$ cat config.mk
export PLATFORM = sky130hd
export DESIGN_NAME = seq_divider
export DESIGN_NICKNAME = d
export VERILOG_FILES = /design/src/rtl/seq_divider_pkg.sv /design/src/rtl/seq_divider_trial_sub.sv /design/src/rtl/seq_divider.sv
export SDC_FILE = /design/constraint.sdc
export NUM_CORES = 1
export LEC_CHECK = 0
export ABC_AREA = 1
export CORE_MARGIN = 4
export CORE_UTILIZATION = 50
export CTS_CLUSTER_SIZE = 40
export DETAILED_ROUTE_END_ITERATION = 8
export PLACE_DENSITY = 0.84
export SYNTH_ARGS = -nofsm -noshare
export SYNTH_HDL_FRONTEND = slang
export SYNTH_HIERARCHICAL = 1
export SYNTH_SLANG_ARGS = --single-unit
$ cat constraint.sdc
create_clock -name clk -period 5.05 [get_ports clk]
set_input_delay 1.01 -clock clk [delete_from_list [all_inputs] [get_ports clk]]
set_output_delay 1.01 -clock clk [all_outputs]
set_load 0.01 [all_outputs]
$ cat src/rtl/seq_divider_pkg.sv
`default_nettype none
// ============================================================================
// Module   : seq_divider_pkg
// Purpose  : Shared types and defaults for the sequential restoring divider.
//            Holds the controller state encoding and the default operand width.
// Ports    : none (package)
// Revision : 1.0 - initial release
// ============================================================================
package seq_divider_pkg;

  localparam int DIV_WIDTH_DEFAULT = 4;

  typedef enum logic [1:0] {
    IDLE = 2'd0,
    RUN  = 2'd1,
    DONE = 2'd2
  } div_state_e;

endpackage : seq_divider_pkg
`default_nettype wire

$ cat src/rtl/seq_divider_trial_sub.sv
`default_nettype none
// ============================================================================
// Module   : div_trial_sub
// Purpose  : Combinational (WIDTH+1)-bit trial subtraction r' - {0,divisor},
//            formed as r' + ~{0,divisor} + 1 like the ALU subtractor.
// Ports    : r_shift   in  WIDTH+1  shifted partial remainder r'
//            divisor   in  WIDTH    unsigned divisor
//            trial     out WIDTH    low bits of r' - divisor
//            no_borrow out 1        carry out of the subtraction (r' >= divisor)
// Revision : 1.0 - initial release
// ============================================================================
module div_trial_sub #(
  parameter int WIDTH = 4
) (
  input  logic [WIDTH:0]   r_shift,
  input  logic [WIDTH-1:0] divisor,
  output logic [WIDTH-1:0] trial,
  output logic             no_borrow
);

  // Low WIDTH columns of r' + ~{0,d} + 1, with their carry in the top bit.
  logic [WIDTH:0] w_low_sum;

  assign w_low_sum = {1'b0, r_shift[WIDTH-1:0]} + {1'b0, ~divisor} + (WIDTH+1)'(1);
  assign trial     = w_low_sum[WIDTH-1:0];

  // The guard column adds r'[WIDTH] + 1 (inverted zero-extension) + carry, so
  // it carries out whenever either input is set. Its sum bit is the guard bit
  // of the result, which is always zero when the trial is kept, so it is not
  // produced here.
  assign no_borrow = r_shift[WIDTH] | w_low_sum[WIDTH];

endmodule : div_trial_sub
`default_nettype wire

$ cat src/rtl/seq_divider.sv
`default_nettype none
// ============================================================================
// Module   : seq_divider
// Purpose  : Multi-cycle unsigned restoring divider, one trial subtraction
//            per clock, behind a start/done handshake.
// Ports    : clk, rst (sync, active high)
//            start, dividend[WIDTH], divisor[WIDTH]  request + operands
//            busy        high while iterating
//            done        one-cycle result-valid pulse
//            quotient, remainder [WIDTH]  held until next accepted start
//            div_by_zero only when DIVZERO_FLAG_EN is defined
// Macro    : DIVZERO_FLAG_EN - zero divisor short-cuts to DONE and raises
//            div_by_zero; otherwise it runs the normal iteration.
// Revision : 1.0 - initial release
// ============================================================================
module seq_divider
  import seq_divider_pkg::*;
#(
  parameter int WIDTH = DIV_WIDTH_DEFAULT
) (
  input  logic             clk,
  input  logic             rst,
  input  logic             start,
  input  logic [WIDTH-1:0] dividend,
  input  logic [WIDTH-1:0] divisor,
  output logic             busy,
  output logic             done,
  output logic [WIDTH-1:0] quotient,
  output logic [WIDTH-1:0] remainder
`ifdef DIVZERO_FLAG_EN
  ,
  output logic             div_by_zero
`endif
);

  localparam int                CNT_W       = $clog2(WIDTH + 1);
  localparam logic [CNT_W-1:0] C_LAST_ITER = CNT_W'(WIDTH - 1);

  div_state_e       state_q, state_d;
  logic [CNT_W-1:0] cnt_q, cnt_d;
  // Partial remainder. Its guard bit is zero after every step, so only the
  // low WIDTH bits are stored; the guard appears in r' as the shifted-out bit.
  logic [WIDTH-1:0] r_q, r_d;
  logic [WIDTH-1:0] q_q, q_d;
  logic [WIDTH-1:0] dvs_q, dvs_d;
  logic [WIDTH-1:0] quot_q, quot_d;
  logic [WIDTH-1:0] rem_q, rem_d;
`ifdef DIVZERO_FLAG_EN
  logic             dz_q, dz_d;
`endif

  logic [WIDTH:0]   w_r_shift;
  logic [WIDTH-1:0] w_trial;
  logic             w_no_borrow;
  logic [WIDTH-1:0] w_r_step;
  logic [WIDTH-1:0] w_q_step;

  assign w_r_shift = {r_q, q_q[WIDTH-1]};

  div_trial_sub #(
    .WIDTH (WIDTH)
  ) u_trial (
    .r_shift   (w_r_shift),
    .divisor   (dvs_q),
    .trial     (w_trial),
    .no_borrow (w_no_borrow)
  );

  // Restore on borrow; dividend bits shift out of q as quotient bits shift in.
  assign w_r_step = w_no_borrow ? w_trial : w_r_shift[WIDTH-1:0];
  assign w_q_step = {q_q[WIDTH-2:0], w_no_borrow};

  always_comb begin
    state_d = state_q;
    cnt_d   = cnt_q;
    r_d     = r_q;
    q_d     = q_q;
    dvs_d   = dvs_q;
    quot_d  = quot_q;
    rem_d   = rem_q;
`ifdef DIVZERO_FLAG_EN
    dz_d    = dz_q;
`endif

    case (state_q)
      IDLE, DONE: begin
        if (start) begin
          dvs_d   = divisor;
          r_d     = '0;
          q_d     = dividend;
          cnt_d   = '0;
          state_d = RUN;
`ifdef DIVZERO_FLAG_EN
          dz_d    = 1'b0;
          if (divisor == '0) begin
            state_d = DONE;
            quot_d  = '1;
            rem_d   = dividend;
            dz_d    = 1'b1;
          end
`endif
        end else begin
          state_d = IDLE;
        end
      end

      RUN: begin
        r_d   = w_r_step;
        q_d   = w_q_step;
        cnt_d = cnt_q + CNT_W'(1);
        if (cnt_q == C_LAST_ITER) begin
          state_d = DONE;
          // Results are loaded from the final step so they appear with done.
          quot_d  = w_q_step;
          rem_d   = w_r_step;
        end
      end

      default: state_d = IDLE;
    endcase
  end

  always_ff @(posedge clk) begin
    if (rst) begin
      state_q <= IDLE;
      cnt_q   <= '0;
      r_q     <= '0;
      q_q     <= '0;
      dvs_q   <= '0;
      quot_q  <= '0;
      rem_q   <= '0;
`ifdef DIVZERO_FLAG_EN
      dz_q    <= 1'b0;
`endif
    end else begin
      state_q <= state_d;
      cnt_q   <= cnt_d;
      r_q     <= r_d;
      q_q     <= q_d;
      dvs_q   <= dvs_d;
      quot_q  <= quot_d;
      rem_q   <= rem_d;
`ifdef DIVZERO_FLAG_EN
      dz_q    <= dz_d;
`endif
    end
  end

  assign busy      = (state_q == RUN);
  assign done      = (state_q == DONE);
  assign quotient  = quot_q;
  assign remainder = rem_q;
`ifdef DIVZERO_FLAG_EN
  assign div_by_zero = dz_q;
`endif

endmodule : seq_divider
`default_nettype wire

==> impl_metrics.toml <==
[synth]
async_reset_ff_share_pct = 0
ys.flop_type = "dfxtp_1"
yosysSeqAreaShare_pct = 38.7
synth_top_family_by_area = "simple AND/OR/NAND/NOR gates"
synth-compound-area-share_pct = 8.51
synthesis.area_um2 = 1290
synth_top_area_share_pct = 38.7
synthSimpleGateAreaFrac_pct = 34.2
synth_mux_area_share_pct = 0
synth_area_leaders = "dfxtp_1 39%, nand2_1 13%, nand3_1 8.1%, inv_1 6.1%, ha_1 5.8%"
synth_nets = 193
synth-seq-cells = 25
ys_top_cells_by_count = "44 x nand2_1, 25 x dfxtp_1, 21 x inv_1, 21 x nand3_1, 18 x nor2_1"
synth_cells = 175
yosysMostFrequentCell = "nand2_1"
ys_warn_count = 6
synth-edff-count = 0
yosys.area.top_type = "dfxtp_1"
synthDistinctLibCells = 24
syn_area_per_cell_um2 = 7.39
synth_fa_ha_area_share_pct = 7.35
synth_xor_xnor_area_share_pct = 0

[final_layout]
fin_util_pct = 60.9
antenna_cells = 0
area_growth_pct = 16.5
fillCellCount = 222
final_cells = 224
layout-drive-gt1-share_pct = 9.79
final_nets = 213

[hold_path]
hold_depth = 1
hold_start = "cnt_q[0]"
hold_class = "register to register"
hold_end = "cnt_q[0]"

[clock_network]
ctsHoldBuffers = 0
h-tree-depth = 1
cts_resized = 0
path_clk_slew_ps = 140
cts_tree = "yes"
cts_buffer_depth = 2
cts_setup_buffers = 0
root_buffer = "clkbuf_4"
cts_made_buffers = 3
clock_latency_ps = 330
cts_sinks = 25

[timing]
min_period_over_period_pct = 55.6
max_freq_mhz = 356
setup_viol = 0
relSlewSlack_pct = 69.7
period_needed_ps = 2810
maxSlewViolCount = 0
rsz0062_at_grt = "false"
tightest_slew_ps = 452
hold_viol_final = 0
finClkSkew_ps = 8.40
setup-tns-final_ps = 0

[route]
ant_nets = 0
routed_wl_um = 2740
first_pass_iters = 4
drc = 0
drt_iter0_drc = 36
vias_per_cell = 5.20
via_count = 1164
wl_per_cell_um = 12.2

[die]
num_io_pins = 21
initial_core_util_pct = 52.2
core_region_area_um2 = 2480
die_y_um = 58.9
dieWidth_um = 58.9
dieArea_um2 = 3470
core.rowCount = 18

[critical_path]
critical_path.max_stage_delay_ps = 600
worstPathArrival_ps = 1800
r2r-end = "r_q[1]"
cp.required_ps = 4040
worstSetupPathType = "register to output pin"
regToRegSetupSlack_ps = 2990
cp-end-kind = "output pin"
crit_chain = "inv_2, nor2_8, clkdlybuf4s50_1"
start_kind = "register"
critPathSlowestCell = "clkdlybuf4s50_1"
critical_path.max_fanout = 16
r2r_cells = 13
r2r_start = "q_q[3]"

[global_routing]
grt_antenna_before_repair = 0
grt_overflow = 0
grt_pass1_wl_um = 4660
grt.total_usage_pct = 17.3
grt_pass1_vias = 1160
grt_max_degree = 20

[placed_design]
gp_congestion = 0.826
numPlacedInstances = 220
numPortBuffers = 20
hpwl_um = 2090

[run]
cap_violations = 0

[pwr]
leakage_uw = 0.000698
ir_worst_vdd_mv = 0.187
power_density_nw_per_um2 = 269

[run_status]
status = "complete, no violations"
final cells by class:
| type | instances | area, um^2 | share of cell area, % |
|---|---|---|---|
| Timing Repair Buffer | 20 | 200 | 13.3 |
| Clock buffer | 3 | 22.5 | 1.49 |
| Inverter | 25 | 93.8 | 6.22 |
| Clock inverter | 1 | 5.00 | 0.332 |
| Tap cell | 30 | 37.5 | 2.49 |
| Sequential cell | 25 | 500 | 33.2 |
| Multi-Input combinational cell | 120 | 648 | 43.0 |
critical path, delay by kind of cell (launching register included):
| kind | cells | cell delay, ps |
|---|---|---|
| buf+inv | 2 | 730 |
| simple gates | 1 | 260 |
| flops | 1 | 490 |
flip-flops by register name, summed over array words and instances, names as in the netlist:
signal     flops
r_q            4
cnt_q          3
remainder      4
q_q            4
dvs_q          4
state_q        2
quotient       4
cell families (layout without fill, tap and decap cells):
group | Yosys count | after routing
simple gates | 94 | 94
buf+inv | 30 | 49
flops | 25 | 25
compound gates | 19 | 19
fa+ha+maj | 7 | 7
where the power goes:
group | internal [uW] | switching, uW | total (uW) | leakage [uW]
combinational | 36.4 | 61.8 | 98.1 | 0.000477
sequential | 208 | 7.90 | 216 | 0.000204
clock | 29.7 | 62.3 | 92.0 | 0.0000177
total | 274 | 132 | 406 | 0.000698
how the worst max path moves through the flow:
| stage | from | to | slack (ps) | depth (start not counted) |
|---|---|---|---|---|
| after floorplan | state_q[0] | busy | 3260 | 3 |
| after global placement | rst | remainder[0] | 2400 | 6 |
| after detailed placement | rst | remainder[1] | 2280 | 6 |
| after CTS | state_q[0] | busy | 2260 | 3 |
| after global routing | state_q[0] | busy | 2170 | 3 |
| final | state_q[0] | busy | 2240 | 3 |
stage by stage:
stage | instance area, um^2 | hold WS [ps] | power (uW) | setup WS, ps
floorplan | 1290 | 430 | 295 | 3260
global placement | 1480 | 454 | 312 | 2400
detailed placement | 1480 | 458 | 317 | 2280
CTS | 1510 | 477 | 403 | 2260
global route | 1510 | 497 | 428 | 2170
finish | 1510 | 477 | 406 | 2240
cell usage in the layout, fill, tap and decap left out, types with 2 or more instances in the layout:
master	instances
ha_1	6
a21oi_1	7
nor3_1	2
inv_2	3
nand2_1	44
clkdlybuf4s50_1	20
nor2_1	18
nand2_2	3
clkbuf_4	3
dfxtp_1	25
nand3_2	2
a21oi_2	4
nand3_1	21
inv_1	21
o21ai_0	6
o21ai_1	2
metal layers:
metal,vias up,track usage [%],routed length [um]
met4,0,7.12,35
met1,542,19.2,1150
met5,-,0,0
met3,4,2.85,138
li1,588,-,-
met2,30,32.0,1420
No activity file was read; power rests on OpenSTA's default activity.
